[config.mk]
export PLATFORM = sky130hd
export DESIGN_NAME = oam_dma_flat
export DESIGN_NICKNAME = d
export VERILOG_FILES = /design/src/rtl/oam_dma_if.sv /design/src/rtl/oam_dma.sv /design/src/flat_wrapper.sv
export SDC_FILE = /design/constraint.sdc
export NUM_CORES = 1
export LEC_CHECK = 0
export CAP_MARGIN = 30
export CORE_ASPECT_RATIO = 2
export CORE_MARGIN = 2
export CORE_UTILIZATION = 45
export DETAILED_ROUTE_END_ITERATION = 16
export GPL_TIMING_DRIVEN = 0
export PLACE_DENSITY = 0.88
export SYNTH_ARGS = -nofsm -noshare
export SYNTH_HDL_FRONTEND = slang
export SYNTH_SLANG_ARGS = --single-unit
[constraint.sdc]
create_clock -name cpu_clk -period 5.51 [get_ports cpu_clk]
set_input_delay 0.8265 -clock cpu_clk [delete_from_list [all_inputs] [get_ports cpu_clk]]
set_output_delay 0.8265 -clock cpu_clk [all_outputs]
set_load 0.03 [all_outputs]
[src/rtl/oam_dma_if.sv]
// CPU bus bundle between the OAM DMA initiator and the bus it hijacks.
// master = DMA engine side, slave = CPU/bus fabric side.
interface oam_dma_if;
  logic [15:0] bus_addr;
  logic [7:0]  bus_din;
  logic        bus_wr;
  logic        odd_or_even;
  logic [7:0]  mem_din;
  logic        dma_hijack;
  logic [15:0] dma_addr;
  logic [7:0]  dma_dout;
  logic        dma_wr;
  logic        dma_done;

  modport master (
    input  bus_addr,
    input  bus_din,
    input  bus_wr,
    input  odd_or_even,
    input  mem_din,
    output dma_hijack,
    output dma_addr,
    output dma_dout,
    output dma_wr,
    output dma_done
  );

  modport slave (
    output bus_addr,
    output bus_din,
    output bus_wr,
    output odd_or_even,
    output mem_din,
    input  dma_hijack,
    input  dma_addr,
    input  dma_dout,
    input  dma_wr,
    input  dma_done
  );
endinterface

[src/rtl/oam_dma.sv]
// OAM sprite DMA: copies CPU page $XX00-$XXFF to OAM via $2004.
// Macro OAM_DMA_ALIGN_EN adds the odd-cycle ALIGN dummy read.
module oam_dma #(
  parameter logic [15:0] PAGE_REG_ADDR = 16'h4014,
  parameter logic [15:0] OAM_DATA_ADDR = 16'h2004
) (
  input logic   cpu_clk,
  input logic   reset_n,
  oam_dma_if.master bus
);

  typedef enum logic [2:0] {
    IDLE,
    HALT,
    ALIGN,
    READ,
    WRITE,
    DONE
  } state_e;

  state_e      state_q, state_d;
  logic [7:0]  page_q, page_d;
  logic [7:0]  idx_q, idx_d;
  logic [7:0]  data_q, data_d;
  logic        armed_q, armed_d;

  logic        hijack;
  logic [15:0] addr;
  logic [7:0]  dout;
  logic        wr;
  logic        done;

  logic        trig;

  // Page write seen by the engine; armed_q masks the release edge.
  assign trig = armed_q
              && (bus.bus_addr == PAGE_REG_ADDR)
              && !bus.bus_wr;

`ifndef OAM_DMA_ALIGN_EN
  logic unused_odd;
  assign unused_odd = bus.odd_or_even;
`endif

  // State and datapath registers.
  always_ff @(posedge cpu_clk or negedge reset_n) begin
    if (!reset_n) begin
      state_q <= IDLE;
      page_q  <= 8'h00;
      idx_q   <= 8'h00;
      data_q  <= 8'h00;
      armed_q <= 1'b0;
    end else begin
      state_q <= state_d;
      page_q  <= page_d;
      idx_q   <= idx_d;
      data_q  <= data_d;
      armed_q <= armed_d;
    end
  end

  // Next-state and datapath updates.
  always_comb begin
    state_d = state_q;
    page_d  = page_q;
    idx_d   = idx_q;
    data_d  = data_q;
    armed_d = 1'b1;
    unique case (state_q)
      IDLE: begin
        if (trig) begin
          page_d  = bus.bus_din;
          idx_d   = 8'h00;
          state_d = HALT;
        end
      end
      HALT: begin
`ifdef OAM_DMA_ALIGN_EN
        state_d = bus.odd_or_even ? ALIGN : READ;
`else
        state_d = READ;
`endif
      end
      ALIGN: state_d = READ;
      READ: begin
        data_d  = bus.mem_din;
        state_d = WRITE;
      end
      WRITE: begin
        idx_d   = idx_q + 8'd1;
        state_d = (idx_q == 8'hFF) ? DONE : READ;
      end
      DONE:    state_d = IDLE;
      default: state_d = IDLE;
    endcase
  end

  // Bus outputs decoded from registered state only.
  always_comb begin
    hijack = 1'b0;
    addr   = 16'h0000;
    dout   = 8'h00;
    wr     = 1'b1;
    done   = 1'b0;
    unique case (state_q)
      HALT, ALIGN: begin
        hijack = 1'b1;
        addr   = {page_q, 8'h00};
      end
      READ: begin
        hijack = 1'b1;
        addr   = {page_q, idx_q};
      end
      WRITE: begin
        hijack = 1'b1;
        addr   = OAM_DATA_ADDR;
        dout   = data_q;
        wr     = 1'b0;
      end
      DONE:    done = 1'b1;
      default: ;
    endcase
  end

  assign bus.dma_hijack = hijack;
  assign bus.dma_addr   = addr;
  assign bus.dma_dout   = dout;
  assign bus.dma_wr     = wr;
  assign bus.dma_done   = done;

endmodule

[src/flat_wrapper.sv]
// flat-port wrapper written by rule: the top's interface ports become plain ports
module oam_dma_flat 
#(
  parameter logic [15:0] PAGE_REG_ADDR = 16'h4014,
  parameter logic [15:0] OAM_DATA_ADDR = 16'h2004
)
  (cpu_clk, reset_n, bus_bus_addr, bus_bus_din, bus_bus_wr, bus_odd_or_even, bus_mem_din, bus_dma_hijack, bus_dma_addr, bus_dma_dout, bus_dma_wr, bus_dma_done);
  oam_dma_if bus_i ();
  input logic cpu_clk;
  input logic reset_n;
  input wire logic [$bits(bus_i.bus_addr)-1:0] bus_bus_addr;
  input wire logic [$bits(bus_i.bus_din)-1:0] bus_bus_din;
  input wire logic [$bits(bus_i.bus_wr)-1:0] bus_bus_wr;
  input wire logic [$bits(bus_i.odd_or_even)-1:0] bus_odd_or_even;
  input wire logic [$bits(bus_i.mem_din)-1:0] bus_mem_din;
  output wire logic [$bits(bus_i.dma_hijack)-1:0] bus_dma_hijack;
  output wire logic [$bits(bus_i.dma_addr)-1:0] bus_dma_addr;
  output wire logic [$bits(bus_i.dma_dout)-1:0] bus_dma_dout;
  output wire logic [$bits(bus_i.dma_wr)-1:0] bus_dma_wr;
  output wire logic [$bits(bus_i.dma_done)-1:0] bus_dma_done;
  assign bus_i.bus_addr = bus_bus_addr;
  assign bus_i.bus_din = bus_bus_din;
  assign bus_i.bus_wr = bus_bus_wr;
  assign bus_i.odd_or_even = bus_odd_or_even;
  assign bus_i.mem_din = bus_mem_din;
  assign bus_dma_hijack = bus_i.dma_hijack;
  assign bus_dma_addr = bus_i.dma_addr;
  assign bus_dma_dout = bus_i.dma_dout;
  assign bus_dma_wr = bus_i.dma_wr;
  assign bus_dma_done = bus_i.dma_done;
  oam_dma #(.PAGE_REG_ADDR(PAGE_REG_ADDR), .OAM_DATA_ADDR(OAM_DATA_ADDR)) u_core (.cpu_clk(cpu_clk), .reset_n(reset_n), .bus(bus_i));
endmodule
==> metrics.cfg, run 1 <==
[cts]
cts_made_buffers=3
clkLatencyLatePin_ns=0.28
hold_buffers=0
cts_tree=done
clockBufferDepth=2
cts.sinks=28
clock-root-buffer=clkbuf_8
h-tree-depth=1
cts_setup_buffers=0
clk_pin_slew_worst_paths_ns=0.09
cts.repair.resized=0

[sta]
finClkSkew_ns=0.00422
hold_viol=0
rsz0062_at_grt=false
fin_setup_tns_ns=0
period_share_pct=61.0
slew_violations=0
slew_headroom_pct=62.9
worst_pin_slew_ns=0.554
finalSetupViolCount=0
clock.fmax_mhz=298
finalCriticalPeriod_ns=3.36

[floorplanning]
start_util_pct=46.7
die_width_um=44.2
die_y_um=84.5
die-area_sq_um=3740
io_pins=63
core-area_sq_um=3120
fp-row-count=29

[worst_setup_path]
cp_data_arrival_time_ns=2.53
crit_path_start_kind=flop
critPathKind=reg -> out
r2r_slack_ns=3.62
worstPathMaxFanout=10
slowest_stage=clkdlybuf4s50_1
path_cells=buf_2 > nor3b_2 > clkbuf_1 > and2_1 > clkdlybuf4s50_1
max_stage_delay_ns=0.68
crit_required_ns=4.68
endpoint_kind=output pin

[layout]
layout_commonest_cell=clkdlybuf4s50_1
area_growth_pct=50.3
layout-drive-gt1-share_pct=13.5
finalNetCount=246
final_cells=239
final_cell_mix=61 x clkdlybuf4s50_1, 28 x dfrtp_1, 22 x and2_1
antenna_cells=0

[synthesis]
synthCells=142
syn_area_sq_um=1460
yosys_warnings=0
yosysSeqAreaShare_pct=48.1
synth-seq-cells=28
avgSynthCellArea_sq_um=10.3
synth_top_flop_cell=dfrtp_1
yosysUniqueCellTypes=32
syn_nets=179
synth_edf_count=0
async_flop_share_pct=100

[run_status]
status=completed

[routing]
wl_per_cell_um=15.5
vias=1327
remaining_drc_errors=0
wirelength_um=3710
first_iter_violations=36
vias_per_cell=5.55
ant_nets=0
dr.pass1.iters=4

[global_routing]
grt_usage_pct=21.8
grt_pass1_wl_um=6140
antenna_found_initial=0
grt_pass1_vias=1464
grt_max_degree=22
overflow=0

[pwr]
ir_drop_v=0.000306
p_leak_nw=0.925
powerDensity_nw_per_um2=428

[placed_design]
gp_congestion=0.779
io_buffer_count=61
dp.cells=235
dp_hpwl_um=2950

[flow_run]
max_cap_violations=0

[worst_hold_path]
min_path_type=reg -> reg

-- Yosys cell counts (2+ instances only) --
master	n	area, sq um
o21bai_1	2	15.0
nand3_1	7	35.0
clkbuf_1	2	7.51
nor4b_1	2	17.5
nor2b_1	3	18.8
xor2_1	2	17.5
nand2_1	15	56.3
mux2_2	16	180
dfrtp_1	28	701
buf_2	3	15.0
o211ai_1	2	15.0
and3b_1	2	17.5
o21ai_0	9	45.0
nor2_1	9	33.8
o22ai_1	2	12.5
and2_1	22	138
-- per-stage QoR --
stage               setup WS [ns]  instance area, sq um  power [W]  utilization (%)  hold slack (ns)
floorplan                    2.98                  1460   0.000634                -            0.472
global placement             2.53                  2110   0.000785             67.5            0.482
detailed placement           2.47                  2130   0.000812             68.4            0.487
CTS                          2.15                  2190   0.000942             70.1            0.509
global route                 2.01                  2190    0.00100             70.1            0.526
finish                       2.15                  2190   0.000937             70.1            0.507
-- path summary, 6_finish.rpt --
kind | from | end | cells past startpoint
max in group asynchronous | reset_n | u_core.idx_q[7] | 2
worst max-delay path | u_core.state_q[0] | bus_dma_dout[4] | 5
min in group asynchronous | reset_n | u_core.page_q[4] | 1
worst min-delay path | u_core.data_q[7] | u_core.data_q[7] | 1
worst min register to register | u_core.data_q[7] | u_core.data_q[7] | 1
worst max register to register | u_core.state_q[0] | u_core.page_q[2] | 4
-- per-layer routing --
| layer | track usage (%) | wire (um) | vias to the layer above |
|---|---|---|---|
| met5 | 0 | 0 | - |
| met3 | 3.23 | 225 | 11 |
| met2 | 40.6 | 2130 | 62 |
| met4 | 10.5 | 108 | 0 |
| li1 | - | - | 617 |
| met1 | 21.8 | 1240 | 637 |
-- sequential cells by signal (all words and copies together) (netlist names) --
signal and flops:
u_core.page_q 8, u_core.data_q 8, u_core.armed_q 1, u_core.idx_q 8
u_core.state_q 3
-- power breakdown --
group,switching [W],internal (W)
sequential,0.0000551,0.000278
combinational,0.000256,0.000220
clock,0.0000638,0.0000641
total,0.000375,0.000562
-- cell type report --
type	instances	area, sq um
buffer	6	33.8
clock buffer	4	55.1
fill	238	932
inverter	1	3.75
multi-input combinational	107	718
sequential	28	701
tap	31	38.8
timing repair buffer	62	638
-- critical path, delay by kind of cell, from the launching register on --
kind,cells,cell delay [ns]
flops,1,0.38
buf+inv,3,1.23
simple gates,2,0.65
-- kinds of logic after synthesis --
family                     Yosys count  share of synthesized area (%)
buffers and inverters                7                           2.58
xor gates and xnor gates             3                           1.80
AOI/OAI and AO/OA                   15                           6.01
and+or+nand+nor                     71                           28.0
adders and majority gates            1                          0.859
DFF                                 28                           48.1
other                                1                          0.257
muxes                               16                           12.4
(Power assumes the default switching activity.)
==> inputs of run 2 (changes only) <==
- CORE_UTILIZATION: 45 -> 38
- PLACE_DENSITY: 0.88 -> 0.79
- clock period: 5.51 -> 2.9 ns (I/O delays scaled with it)
==> metrics.cfg, run 2 (synthesized netlist as in run 1, its figures left out) <==
[global_routing]
grt_usage_pct=17.1  ; -4.7 points
use_met3_pct=1.19  ; -2.0 points
grt_busiest_layer=met2
grt_pass1_vias=1259  ; -14%
met1_usage_pct=18.7  ; -3.1 points
antenna_found_initial=0  ; unchanged
overflow=0  ; unchanged
grt_pass1_wl_um=5410  ; -12%
grt.met2_usage_pct=29.4  ; -11 points
grt_max_degree=17  ; -23%

[layout]
reg.largest.list=u_core.data_q x8, u_core.idx_q x8, u_core.page_q x8
final_area_sq_um=2210  ; +1.2%
antenna_cells=0  ; unchanged
final_util_pct=60.7  ; -9.4 points
final_cell_mix=60 x clkdlybuf4s50_1, 28 x dfrtp_1, 22 x and2_1
final_cells=256  ; +7.1%
layout_commonest_cell=clkdlybuf4s50_1
layout-drive-gt1-share_pct=14.0  ; +0.55 points
finalNetCount=246  ; unchanged
area_growth_pct=52.1

[flow_run]
max_cap_violations=0  ; unchanged

[sta]
period_share_pct=94.2
slew_headroom_pct=54.8  ; -8.1 points
worst_pin_slew_ns=0.677  ; +0.122 ns
hold_viol=0  ; unchanged
finalCriticalPeriod_ns=2.73
clock.fmax_mhz=366
finalSetupViolCount=0  ; unchanged
slew_violations=0  ; unchanged
fin_setup_tns_ns=0  ; unchanged
finClkSkew_ns=0.000938  ; -0.00328 ns
rsz0062_at_grt=false

[routing]
remaining_drc_errors=0  ; unchanged
wirelength_um=3380  ; -8.7%
wl_per_cell_um=13.2  ; -15%
dr.pass1.iters=4  ; unchanged
vias_per_cell=4.88  ; -12%
ant_nets=0  ; unchanged
vias=1248  ; -6.0%
first_iter_violations=13  ; -64%

[cts]
cts_tree=done
clk_pin_slew_worst_paths_ns=0.09  ; about the same
cts.repair.resized=2  ; +2
h-tree-depth=1  ; unchanged
clkLatencyLatePin_ns=0.27  ; about the same
cts_made_buffers=3  ; unchanged
cts_setup_buffers=0  ; unchanged
clock-root-buffer=clkbuf_8
hold_buffers=0  ; unchanged
cts.sinks=28  ; unchanged
clockBufferDepth=2  ; unchanged

[worst_hold_path]
min_path_type=reg -> reg

[floorplanning]
die_width_um=47.8  ; +8.0%
die-area_sq_um=4370  ; +17%
die_y_um=91.6  ; +8.4%
io_pins=63  ; unchanged
fp-row-count=31  ; +6.9%
core-area_sq_um=3650  ; +17%
start_util_pct=39.9  ; -6.7 points

[worst_setup_path]
crit_path_start_kind=flop
worstPathMaxFanout=10  ; unchanged
slowest_stage=clkdlybuf4s50_1
endpoint_kind=output pin
cp_data_arrival_time_ns=2.30  ; -0.23 ns
cp_top_family=buffers and inverters
path_cells=buf_2 > nor3b_4 > inv_1 > clkbuf_1 > nand2_1 > clkdlybuf4s50_1
max_stage_delay_ns=0.67  ; about the same
critPathKind=reg -> out
crit_required_ns=2.47  ; -2.21 ns
worst-path-buf-inv=4  ; +1

[placed_design]
placed_area_sq_um=2160  ; +1.1%
io_buffer_count=61  ; unchanged
dp_hpwl_um=2730  ; -7.5%
gp_congestion=0.740  ; -5.0%
dp.cells=253  ; +7.7%

[pwr]
powerDensity_nw_per_um2=787  ; +84%
ir_drop_v=0.000509  ; +66%
p_leak_nw=0.943  ; +1.9%

[run_status]
status=completed

run 2: metrics by stage:
step,hold slack [ns],total power (W),setup WS [ns]
final,0.501,0.00174,0.169
after global routing,0.524,0.00187,0.0232
after CTS,0.508,0.00175,0.0766
after detailed placement,0.487,0.00153,0.248
after global placement,0.480,0.00150,0.258
after floorplan,0.139,0.00121,0.762
run 2: worst paths after layout:
kind	startpoint	to	slack, ns	cells past startpoint
min in group asynchronous	reset_n	u_core.data_q[5]	0.57	1
worst min-delay path	u_core.page_q[1]	u_core.page_q[1]	0.50	1
max in group asynchronous	reset_n	u_core.page_q[2]	1.82	2
worst max register to register	u_core.state_q[2]	u_core.page_q[7]	1.00	4
worst min register to register	u_core.page_q[1]	u_core.page_q[1]	0.50	1
worst max-delay path	u_core.state_q[0]	bus_dma_addr[2]	0.17	6
run 2: cell type report:
class                      count  area [sq um]
fill                         345          1430
multi-input combinational    107           732
sequential                    28           701
timing repair buffer          62           641
tap                           49          61.3
clock buffer                   3          41.3
buffer                         6          35.0
inverter                       1          3.75
run 2: routing by layer:
metal	vias to the layer above	wire length [um]
met5	-	0
met4	0	95
met3	6	129
met2	35	1970
met1	592	1190
li1	615	-
run 2: power by group:
part,internal [W],switching [W],leakage [nW]
clock,0.0000932,0.000112,0.0216
combinational,0.000426,0.000483,0.576
sequential,0.000527,0.000102,0.346
